===== src/rtl/count_sequencer.sv =====
// Sequencing controller for the lab counter: runs a W-bit count from 0 to a
// latched terminal value, one-shot or auto-reload, with stop/pause control.
module count_sequencer #(
    parameter int W = 4
) (
    input  logic         clk1,
    input  logic         rst,
    input  logic         start,
    input  logic         stop,
    input  logic         pause,
    input  logic         auto_reload,
    input  logic [W-1:0] limit,
    output logic [W-1:0] count,
    output logic [1:0]   state,
    output logic         busy,
    output logic         done,
    output logic [W-1:0] laps
);

    localparam logic [1:0] ST_IDLE = 2'b00;
    localparam logic [1:0] ST_RUN  = 2'b01;
    localparam logic [1:0] ST_HOLD = 2'b10;
    localparam logic [1:0] ST_DONE = 2'b11;

    logic [1:0]   state_q, state_d;
    logic [W-1:0] count_q, count_d;
    logic [W-1:0] laps_q,  laps_d;
    logic [W-1:0] lim_q,   lim_d;
    logic         rel_q,   rel_d;
    logic         done_q,  done_d;

    // stop overrides everything; pause only matters in RUN/HOLD.
    always_comb begin
        state_d = state_q;
        count_d = count_q;
        laps_d  = laps_q;
        lim_d   = lim_q;
        rel_d   = rel_q;
        done_d  = 1'b0;
        if (stop) begin
            state_d = ST_IDLE;
            count_d = '0;
            laps_d  = '0;
        end else begin
            case (state_q)
                ST_IDLE, ST_DONE: begin
                    if (start) begin
                        lim_d   = limit;
                        rel_d   = auto_reload;
                        count_d = '0;
                        laps_d  = '0;
                        state_d = ST_RUN;
                    end
                end
                ST_RUN: begin
                    if (pause) begin
                        state_d = ST_HOLD;
                    end else if (count_q == lim_q) begin
                        done_d = 1'b1;
                        laps_d = laps_q + 1'b1;
                        if (rel_q) begin
                            count_d = '0;
                        end else begin
                            state_d = ST_DONE;
                        end
                    end else begin
                        count_d = count_q + 1'b1;
                    end
                end
                ST_HOLD: begin
                    if (!pause) begin
                        state_d = ST_RUN;
                    end
                end
                default: state_d = ST_IDLE;
            endcase
        end
    end

    always_ff @(posedge clk1 or negedge rst) begin
        if (!rst) begin
            state_q <= ST_IDLE;
            count_q <= '0;
            laps_q  <= '0;
            lim_q   <= '0;
            rel_q   <= 1'b0;
            done_q  <= 1'b0;
        end else begin
            state_q <= state_d;
            count_q <= count_d;
            laps_q  <= laps_d;
            lim_q   <= lim_d;
            rel_q   <= rel_d;
            done_q  <= done_d;
        end
    end

    assign count = count_q;
    assign state = state_q;
    assign laps  = laps_q;
    assign done  = done_q;
    assign busy  = (state_q == ST_RUN) || (state_q == ST_HOLD);

endmodule


===== config.mk =====
export PLATFORM = sky130hd
export DESIGN_NAME = count_sequencer
export DESIGN_NICKNAME = d
export VERILOG_FILES = /design/src/rtl/count_sequencer.sv
export SDC_FILE = /design/constraint.sdc
export NUM_CORES = 1
export LEC_CHECK = 0
export BUFFER_PORTS_ARGS = -buffer_cell sky130_fd_sc_hd__buf_4
export CELL_PAD_IN_SITES_DETAIL_PLACEMENT = 1
export CELL_PAD_IN_SITES_GLOBAL_PLACEMENT = 1
export CORE_MARGIN = 2
export CORE_UTILIZATION = 34
export CTS_CLUSTER_SIZE = 8
export DETAILED_ROUTE_END_ITERATION = 8
export GPL_TIMING_DRIVEN = 0
export PLACE_DENSITY = 0.78
export SETUP_SLACK_MARGIN = 0.15
export SYNTH_ARGS = -nofsm -noshare
export SYNTH_HDL_FRONTEND = slang
export SYNTH_SLANG_ARGS = --single-unit
export TNS_END_PERCENT = 20

===== constraint.sdc =====
create_clock -name clk1 -period 1.8 [get_ports clk1]
set_input_delay 0.18 -clock clk1 [delete_from_list [all_inputs] [get_ports clk1]]
set_output_delay 0.18 -clock clk1 [all_outputs]
set_load 0.1 [all_outputs]

==> flow_metrics.env <==
export IMPL_setup_viol=2
export IMPL_fp_row_count=18
export IMPL_maxCapViolCount=0
export IMPL_slew_violations=0
export IMPL_place_gp_congestion=0.640
export IMPL_initial_core_util=0.361
export IMPL_drtIter0Drc=9
export IMPL_muxShareOfSynthArea=0.108
export IMPL_cp_start_kind="flip-flop"
export IMPL_grt_pass1_vias=767
export IMPL_path_max_fanout=6
export IMPL_syn_num_nets=97
export IMPL_yosysMostFrequentCell="dfrtp_1"
export IMPL_vias_per_cell=5.25
export IMPL_cts_root_buffer="clkbuf_4"
export IMPL_syn_avg_cell_area_um2=10.9
export IMPL_clock_latency_ns=0.30
export IMPL_max_clock_path_buffers=2
export IMPL_layout_drive_gt1_share=0.509
export IMPL_outcome="complete, but fails checks"
export IMPL_irDropWorstVdd_uv=954
export IMPL_seq_area_frac_synth=0.443
export IMPL_netlist_area_um2=903
export IMPL_drc=0
export IMPL_slew_headroom=0.752
export IMPL_dp_cells=134
export IMPL_rsz0062_at_grt="true"
export IMPL_synth_common_cells="16 x dfrtp_1, 7 x nand2_1, 6 x mux2_2"
export IMPL_die_w_um=55.5
export IMPL_drt_pass1_iter_count=4
export IMPL_critical_path_class="reg -> reg"
export IMPL_cp_arrival_ns=2.04
export IMPL_grt_max_degree=17
export IMPL_final_design_area_no_fill_um2=1220
export IMPL_hold_path_class="in -> reg"
export IMPL_timing_final_crit_share=1.03
export IMPL_io_buffers=21
export IMPL_die_area_um2=3090
export IMPL_htreeDepth=1
export IMPL_coreArea_um2=2500
export IMPL_gr_total_overflow=0
export IMPL_yosys_area_share_adder=0.0554
export IMPL_tightest_slew_ns=0.366
export IMPL_ys_ff_latch=16
export IMPL_stdcell_count=142
export IMPL_cts_sinks=16
export IMPL_path_clk_slew_ns=0.10
export IMPL_cp_required_ns=1.99
export IMPL_power_density_nw_per_um2=1430
export IMPL_grt_usage=0.160
export IMPL_drt_total_wl_um=2270
export IMPL_final_antenna_net_count=0
export IMPL_numCtsBuffers=3
export IMPL_yosysWarnings=0
export IMPL_ys_top_cells_by_area="dfrtp_1 44%, mux2_2 7.5%, ha_1 5.5%, xor2_1 3.9%, mux2i_1 3.3%"
export IMPL_yosysUniqueCellTypes=30
export IMPL_max_freq_mhz=541
export IMPL_violations="setup timing"
export IMPL_place_area_um2=1130
export IMPL_synth_xor_area_frac=0.0388
export IMPL_synth_top_area_frac=0.443
export IMPL_synth_edf_count=0
export IMPL_p_leak_uw=0.000546
export IMPL_wl_per_cell_um=16.0
export IMPL_antenna_found_initial=0
export IMPL_pre_cts_ws_ns=-0.123
export IMPL_post_route_min_period_ns=1.85
export IMPL_fin_ws_ns=-0.0481
export IMPL_cp_end_kind="flip-flop"
export IMPL_grt_pass1_wl_um=3700
export IMPL_die_h_um=55.5
export IMPL_pin_count=22
export IMPL_cts_tree="done"
export IMPL_synth_async_sr_flop_share=1.00
export IMPL_synth_top_cell_by_area="dfrtp_1"
export IMPL_antenna_cells=0
export IMPL_yosys_area_share_simple=0.180
export IMPL_synthFlopType="dfrtp_1"
export IMPL_hold_violations=0
export IMPL_layout_nets=128
export IMPL_skew_ns=0.00380
export IMPL_syn_to_final_growth_pct=35.6
export IMPL_postSynthCellCount=83
export IMPL_num_vias=746
export IMPL_post_dp_hpwl_um=1620
export IMPL_synth_compound_area_frac=0.141
export IMPL_synth_top_family_by_area="simple AND/OR/NAND/NOR gates"
## stage by stage
stage	TNS [ns]	utilization	power, uW	hold slack, ns
2_1_floorplan	-0.652	-	1250	-0.116
3_3_place_gp	-0.0982	0.452	1410	0.0530
3_5_place_dp	-0.236	0.452	1450	0.0529
4_1_cts	-0.0968	0.480	1720	0.0506
5_1_grt	-0.414	0.490	1850	0.0605
6_report	-0.0486	0.490	1750	0.0560
## report_power, final
| part | internal, uW | switching (uW) |
|---|---|---|
| Combinational | 363 | 624 |
| Clock | 78.0 | 126 |
| Sequential | 454 | 102 |
| Total | 895 | 852 |
## final timing paths
kind / start / endpoint / slack [ns] / depth (start not counted)
setup / recovery: state[0] / count[0] / -0.05 / 7
hold / removal: pause / done / 0.06 / 2
setup reg to reg: state[0] / count[0] / -0.05 / 7
hold reg to reg: lim_q[3] / lim_q[3] / 0.53 / 1
max in group asynchronous: rst / state[0] / 1.33 / 2
min in group asynchronous: rst / laps[1] / 0.27 / 2
## timing repair
item,CTS,global route
hold buffers,1,0
cloned,0,0
resized for setup,4,5
pin swaps,3,2
setup endpoints to repair,10,10
buffers inserted,3,1
hold endpoints to repair,16,0
## area by class of cell
type	count	area [um^2]
Multi-Input combinational cell	61	522
Tap cell	30	37.5
Buffer	1	11.3
Sequential cell	16	413
Timing Repair Buffer	26	198
Inverter	5	21.3
Fill cell	293	1270
Clock buffer	3	22.5
## cell usage in the layout (no fill, tap or decap), types with 2 or more instances in the layout
cell       n
buf_4     25
dfrtp_1   10
nand2_1    7
mux2_2     6
nor2_1     4
a21oi_1    4
dfrtp_2    4
inv_1      3
mux2i_1    3
o21ai_1    3
o21ai_0    3
clkbuf_4   3
xor2_2     2
xor2_1     2
nand2b_1   2
nor4b_1    2
ha_1       2
dfrtp_4    2
## worst max-delay path, stage by stage (launching register included)
cell	delay [ns]
dfrtp_4	0.52
inv_4	0.08
ha_4	0.20
or2_4	0.24
a31oi_4	0.23
nand2b_4	0.18
nor2_2	0.04
mux2_2	0.25
## state kept, by name, summed over array words and instances, names as in the netlist
signal and cells:
lim_q 4, laps 4, done 1, state 2
count 4, rel_q 1
## routing by layer
layer  up-vias  track usage  part of all wire
met5         -            0                 0
met4         0       0.0732             0.015
met3         4       0.0281             0.043
met2        20        0.269              0.53
met1       365        0.199              0.42
li1        357            -                 -
## logic make-up after synthesis
family,count (synthesis)
AOI/OAI and AO/OA,18
xor gates and xnor gates,4
muxes,9
and+or+nand+nor,26
buffers and inverters,6
adders and majority gates,4
DFF,16
No activity file was read; power rests on OpenSTA's default activity.
